<file path="src/rtl/etapa_fetch_if.sv">
// Fetch-stage bus: instruction-memory port, hazard/redirect controls and the IF/ID register outputs.
// master = the fetch stage, slave = memory, hazard unit and decode side.
interface etapa_fetch_if;
   logic [31:0] Address;
   logic [31:0] Instruction;
   logic        Stall;
   logic        Redirect;
   logic [31:0] RedirectTarget;
   logic [31:0] IF_ID_Instruction;
   logic [31:0] IF_ID_PCPlus4;
   logic        IF_ID_Valid;
   logic        MisalignedErr;
   logic [15:0] FetchCount;

   modport master (
      output Address,
      input  Instruction,
      input  Stall,
      input  Redirect,
      input  RedirectTarget,
      output IF_ID_Instruction,
      output IF_ID_PCPlus4,
      output IF_ID_Valid,
      output MisalignedErr,
      output FetchCount
   );

   modport slave (
      input  Address,
      output Instruction,
      output Stall,
      output Redirect,
      output RedirectTarget,
      input  IF_ID_Instruction,
      input  IF_ID_PCPlus4,
      input  IF_ID_Valid,
      input  MisalignedErr,
      input  FetchCount
   );
endinterface

</file>
<file path="src/rtl/etapa_fetch.sv">
// Instruction fetch stage: PC register, IF/ID pipeline register, sticky misaligned-redirect flag
// and an accepted-instruction counter. Priority per edge is redirect, then stall, then advance.
module etapa_fetch #(
   parameter logic [31:0] RESET_PC = 32'h0000_0000,
   parameter logic [31:0] NOP_WORD = 32'h0000_0000
) (
   input logic          clk,
   input logic          rst_n,
   etapa_fetch_if.master bus
);
   localparam int unsigned XLEN  = 32;
   localparam int unsigned CNT_W = 16;

   // Low two PC bits are forced to zero so the PC is word aligned even if RESET_PC is not.
   localparam logic [XLEN-1:0] RESET_PC_AL = {RESET_PC[XLEN-1:2], 2'b00};
   localparam logic [XLEN-1:0] PC_STEP     = XLEN'(4);

   logic [XLEN-1:0]  pc_q,    pc_d;
   logic [XLEN-1:0]  instr_q, instr_d;
   logic [XLEN-1:0]  pcp4_q,  pcp4_d;
   logic             valid_q, valid_d;
   logic             err_q,   err_d;
   logic [CNT_W-1:0] cnt_q,   cnt_d;
   logic [XLEN-1:0]  pc_plus4;

   assign pc_plus4 = pc_q + PC_STEP;

   // Next-state selection
   always_comb begin
      pc_d    = pc_q;
      instr_d = instr_q;
      pcp4_d  = pcp4_q;
      valid_d = valid_q;
      err_d   = err_q;
      cnt_d   = cnt_q;
      if (bus.Redirect) begin
         pc_d    = {bus.RedirectTarget[XLEN-1:2], 2'b00};
         instr_d = NOP_WORD;
         pcp4_d  = '0;
         valid_d = 1'b0;
         err_d   = err_q | (bus.RedirectTarget[1:0] != 2'b00);
      end else if (!bus.Stall) begin
         pc_d    = pc_plus4;
         instr_d = bus.Instruction;
         pcp4_d  = pc_plus4;
         valid_d = 1'b1;
         cnt_d   = cnt_q + CNT_W'(1);
      end
   end

   // State registers
   always_ff @(posedge clk or negedge rst_n) begin
      if (!rst_n) begin
         pc_q    <= RESET_PC_AL;
         instr_q <= NOP_WORD;
         pcp4_q  <= '0;
         valid_q <= 1'b0;
         err_q   <= 1'b0;
         cnt_q   <= '0;
      end else begin
         pc_q    <= pc_d;
         instr_q <= instr_d;
         pcp4_q  <= pcp4_d;
         valid_q <= valid_d;
         err_q   <= err_d;
         cnt_q   <= cnt_d;
      end
   end

   assign bus.Address           = pc_q;
   assign bus.IF_ID_Instruction = instr_q;
   assign bus.IF_ID_PCPlus4     = pcp4_q;
   assign bus.IF_ID_Valid       = valid_q;
   assign bus.MisalignedErr     = err_q;
   assign bus.FetchCount        = cnt_q;
endmodule

</file>
<file path="src/flat_wrapper.sv">
// flat-port wrapper written by rule: the top's interface ports become plain ports
module etapa_fetch_flat 
#(
   parameter logic [31:0] RESET_PC = 32'h0000_0000,
   parameter logic [31:0] NOP_WORD = 32'h0000_0000
)
  (clk, rst_n, bus_Address, bus_Instruction, bus_Stall, bus_Redirect, bus_RedirectTarget, bus_IF_ID_Instruction, bus_IF_ID_PCPlus4, bus_IF_ID_Valid, bus_MisalignedErr, bus_FetchCount);
  etapa_fetch_if bus_i ();
  input logic clk;
  input logic rst_n;
  output wire logic [$bits(bus_i.Address)-1:0] bus_Address;
  input wire logic [$bits(bus_i.Instruction)-1:0] bus_Instruction;
  input wire logic [$bits(bus_i.Stall)-1:0] bus_Stall;
  input wire logic [$bits(bus_i.Redirect)-1:0] bus_Redirect;
  input wire logic [$bits(bus_i.RedirectTarget)-1:0] bus_RedirectTarget;
  output wire logic [$bits(bus_i.IF_ID_Instruction)-1:0] bus_IF_ID_Instruction;
  output wire logic [$bits(bus_i.IF_ID_PCPlus4)-1:0] bus_IF_ID_PCPlus4;
  output wire logic [$bits(bus_i.IF_ID_Valid)-1:0] bus_IF_ID_Valid;
  output wire logic [$bits(bus_i.MisalignedErr)-1:0] bus_MisalignedErr;
  output wire logic [$bits(bus_i.FetchCount)-1:0] bus_FetchCount;
  assign bus_Address = bus_i.Address;
  assign bus_i.Instruction = bus_Instruction;
  assign bus_i.Stall = bus_Stall;
  assign bus_i.Redirect = bus_Redirect;
  assign bus_i.RedirectTarget = bus_RedirectTarget;
  assign bus_IF_ID_Instruction = bus_i.IF_ID_Instruction;
  assign bus_IF_ID_PCPlus4 = bus_i.IF_ID_PCPlus4;
  assign bus_IF_ID_Valid = bus_i.IF_ID_Valid;
  assign bus_MisalignedErr = bus_i.MisalignedErr;
  assign bus_FetchCount = bus_i.FetchCount;
  etapa_fetch #(.RESET_PC(RESET_PC), .NOP_WORD(NOP_WORD)) u_core (.clk(clk), .rst_n(rst_n), .bus(bus_i));
endmodule
</file>
<file path="config.mk">
export PLATFORM = sky130hd
export DESIGN_NAME = etapa_fetch_flat
export DESIGN_NICKNAME = d
export VERILOG_FILES = /design/src/rtl/etapa_fetch_if.sv /design/src/rtl/etapa_fetch.sv /design/src/flat_wrapper.sv
export SDC_FILE = /design/constraint.sdc
export NUM_CORES = 1
export LEC_CHECK = 0
export CAP_MARGIN = 20
export CORE_MARGIN = 4
export CORE_UTILIZATION = 45
export CTS_BUF_LIST = sky130_fd_sc_hd__clkbuf_4 sky130_fd_sc_hd__clkbuf_8
export DETAILED_ROUTE_END_ITERATION = 8
export PLACE_DENSITY = 0.78
export SLEW_MARGIN = 15
export SYNTH_ARGS = -nofsm -noshare
export SYNTH_HDL_FRONTEND = slang
export SYNTH_SLANG_ARGS = --single-unit
</file>
<file path="constraint.sdc">
create_clock -name clk -period 2.8 [get_ports clk]
set_input_delay 0.7 -clock clk [delete_from_list [all_inputs] [get_ports clk]]
set_output_delay 0.7 -clock clk [all_outputs]
set_load 0.02 [all_outputs]
</file>
==> summary.md <==
| Metric | Value |
|---|---|
| Clock Pin Slew Worst Setup and Hold Paths | `0.10 ns` |
| Status | `complete, no violations` |
| Largest area contributor in the netlist | `dfrtp_1` |
| Period minus WS final | `2.55 ns` |
| Avg WL per Cell | `18.2 um` |
| Vias in the first global route | `5129` |
| Die height | `119 um` |
| FF+latch count, synth | `111` |
| CTS tree | `done` |
| Synth top area share | `49.7%` |
| Crit-path cells | `nand4_4 > or4_1 > or4_1 > a311oi_1` |
| Detailed Route WL | `16500 um` |
| CTS root buf | `clkbuf_8` |
| Syn_area_per_cell | `9.70 um^2` |
| WP data required | `3.08 ns` |
| Tcrit/Tclk final | `91.0%` |
| I/O pins | `182` |
| Commonest non-fill, non-tap cell in the layout | `clkdlybuf4s50_1` |
| GPL Wtd Cong | `0.885` |
| Largest net degree at the start of global routing | `58` |
| Largest cells by area after synthesis | `dfrtp_1 50%, mux2i_1 5.7%, nor2_1 5.2%` |
| Finished Layout Cells | `910` |
| Initial antenna violation count | `1` |
| Least-Margin Pin Slew | `0.646 ns` |
| Core Util, Final | `64.3%` |
| Clk buf depth | `2` |
| Postcts setup bufs | `0` |
| Sw Ratio | `30.6%` |
| Area Overhead vs Synth | `38.8%` |
| FP Rows | `40` |
| Peak supply drop | `0.257 mV` |
| Worst EP arrival | `2.83 ns` |
| WS Path Type | `reg2reg` |
| Initial core utilization | `46.3%` |
| Final hold viol count | `0` |
| Register area share after synthesis | `49.7%` |
| Core outline area | `12100 um^2` |
| Share of total power in sequential cells | `47.8%` |
| # placed instances | `893` |
| PwrDens | `521 nW/um^2` |
| Layout cell share with drive strength beyond 1 | `6.07%` |
| HPWL Detailed | `12000 um` |
| CTS H-Tree Depth | `3` |
| Comb pwr share | `24.8%` |
| CTS Hold Bufs | `0` |
| Synth Instances | `576` |
| Clock Power Share | `27.4%` |
| Sw power | `1.24 mW` |
| Top cell by count, worst path | `or4_1` |
| Drt first pass iters | `5` |
| Startpoint types | `flip-flop` |
| CTS resizes | `0` |
| Via count | `5151` |
| Post-synthesis async set-or-reset flop share | `100%` |
| Worst slew margin | `56.9%` |
| Post-synth EDFFs | `0` |
| Gr ovfl total | `0` |
| Family with the most delay on the worst path | `simple AND/OR/NAND/NOR gates` |
| Crit path capture type | `flip-flop` |
| Layout net count | `806` |
| Post-synth cell types | `53` |
| Clk sinks | `111` |
| Yosys warns | `0` |
| Max-slew violation count | `0` |
| TNS Setup | `0 ns` |
| Crit-path slowest cell | `or4_1` |
| Reg2reg setup slack | `0.25 ns` |
| GR Util All Layers | `23.2%` |
| Leakage power | `3.21 nW` |
| Buf/Inv on CP | `0` |
| Die area | `14300 um^2` |
| Mapped Area | `5590 um^2` |
| Via density per instance | `5.66` |
| Die Wd | `119 um` |
| Initial DRC count | `356` |
| HP Class | `in2async` |
| Most frequent cells in the layout | `176 x clkdlybuf4s50_1, 111 x dfrtp_1, 77 x nor2_1` |
| # setup viols final | `0` |
| Placed cell areas | `7530 um^2` |
| Clock Latency Late Sink | `0.38 ns` |
| Final Skew | `0.00755 ns` |
| Residual DRC | `0` |
| First-pass GRT wire length | `26600 um` |
| ANT nets after route | `0` |
| Num CTS Buffers | `9` |
| Top_reg_cell synth | `dfrtp_1` |
| Port buffer count | `179` |
| Unrepaired setup endpoints after global routing | `no` |
| Max Cap Violations | `0` |
| Fmax | `392 MHz` |
| Internal power | `2.80 mW` |
| Max FO, Critical Path | `17` |
| Slowest stage delay, CP | `0.81 ns` |
| Design Area, Final | `7760 um^2` |
==> worst register-to-register path, cell delays in order, from the launching register on <==
cell,delay (ns)
dfrtp_1,0.56
nand4_4,0.21
or4_1,0.81
or4_1,0.60
a311oi_1,0.27
==> cells in the mapped netlist (all sizes together), types with 2 or more instances <==
cell type,n
xnor2,21
nand2b,2
and2,2
nand4,17
xor2,18
or4b,2
nor2b,4
and4,4
or3,6
a31oi,13
mux2i,32
o41ai,2
o21ai,21
a311oi,7
a221oi,2
a211oi,11
nand3,24
nor4,12
a21oi,11
or2,2
inv,8
dfrtp,111
and3,6
o31ai,14
o211ai,2
a2111oi,3
nand3b,2
or4,20
ha,2
nor3,7
buf,15
nor2,77
a211o,2
clkbuf,34
nand2,48
==> cell type report <==
type	instances	area (um^2)
clock inverter	3	65.1
sequential	111	2780
inverter	8	30.0
clock buffer	13	166
multi-input combinational	409	2580
tap	168	210
antenna	1	2.50
timing repair buffer	197	1930
fill	979	4300
==> power groups by stage <==
| stage | Sequential (mW) | Clock, mW | Combinational, mW |
|---|---|---|---|
| after floorplan | 2.08 | 0 | 0.342 |
| after global placement | 1.95 | 0 | 0.990 |
| after detailed placement | 1.96 | 0 | 1.01 |
| after CTS | 1.93 | 1.14 | 1.01 |
| after global routing | 1.96 | 1.19 | 1.08 |
| final | 1.93 | 1.11 | 1.00 |
==> sequential cells by signal (all words and copies together), names as in the netlist <==
| name | flops |
|---|---|
| u_core.bus.Address | 30 |
| u_core.bus.FetchCount | 16 |
| u_core.bus.IF_ID_PCPlus4 | 31 |
| u_core.bus.IF_ID_Valid | 1 |
| u_core.bus.IF_ID_Instruction | 32 |
| u_core.bus.MisalignedErr | 1 |
==> through the flow <==
stage,setup WS (ns),hold WS (ns),power [mW]
floorplan,0.501,0.404,2.42
finish,0.252,0.267,4.04
global route,0.0864,0.294,4.23
global placement,0.400,0.457,2.94
CTS,0.267,0.270,4.08
detailed placement,0.286,0.459,2.97
==> cell families after synthesis <==
group                      Yosys count  synth area share, %
other                                1               0.0671
DFF                                111                 49.7
xor gates and xnor gates            39                 6.11
buffers and inverters               57                 4.23
muxes                               33                 5.93
and+or+nand+nor                    239                 22.1
AOI/OAI and AO/OA                   94                 11.4
adders and majority gates            2                0.448
==> per-layer routing <==
metal / wire, um / GRT usage (%) / vias to the layer above / share of wire [%]
met5: 0 / 0 / - / 0
met3: 1300 / 6.08 / 36 / 7.8
met1: 6960 / 29.8 / 2499 / 42
met2: 7730 / 36.8 / 223 / 47
li1: - / - / 2393 / -
met4: 560 / 11.0 / 0 / 3.4
==> worst paths after layout <==
path	start	end	depth (start not counted)
worst max-delay path	u_core.bus.Address[9]$_DFFE_PN0N_	u_core.bus.IF_ID_PCPlus4[27]$_DFFE_PN0N_	4
worst min-delay path	rst_n	u_core.bus.IF_ID_PCPlus4[8]$_DFFE_PN0N_	1
worst max register to register	u_core.bus.Address[9]$_DFFE_PN0N_	u_core.bus.IF_ID_PCPlus4[27]$_DFFE_PN0N_	4
worst min register to register	u_core.bus.FetchCount[15]$_DFFE_PN0P_	u_core.bus.FetchCount[15]$_DFFE_PN0P_	1
max in group asynchronous	rst_n	u_core.bus.Address[22]$_DFFE_PN0N_	2
min in group clk	u_core.bus.FetchCount[15]$_DFFE_PN0P_	u_core.bus.FetchCount[15]$_DFFE_PN0P_	1
Power figures use the tool's default switching activity.
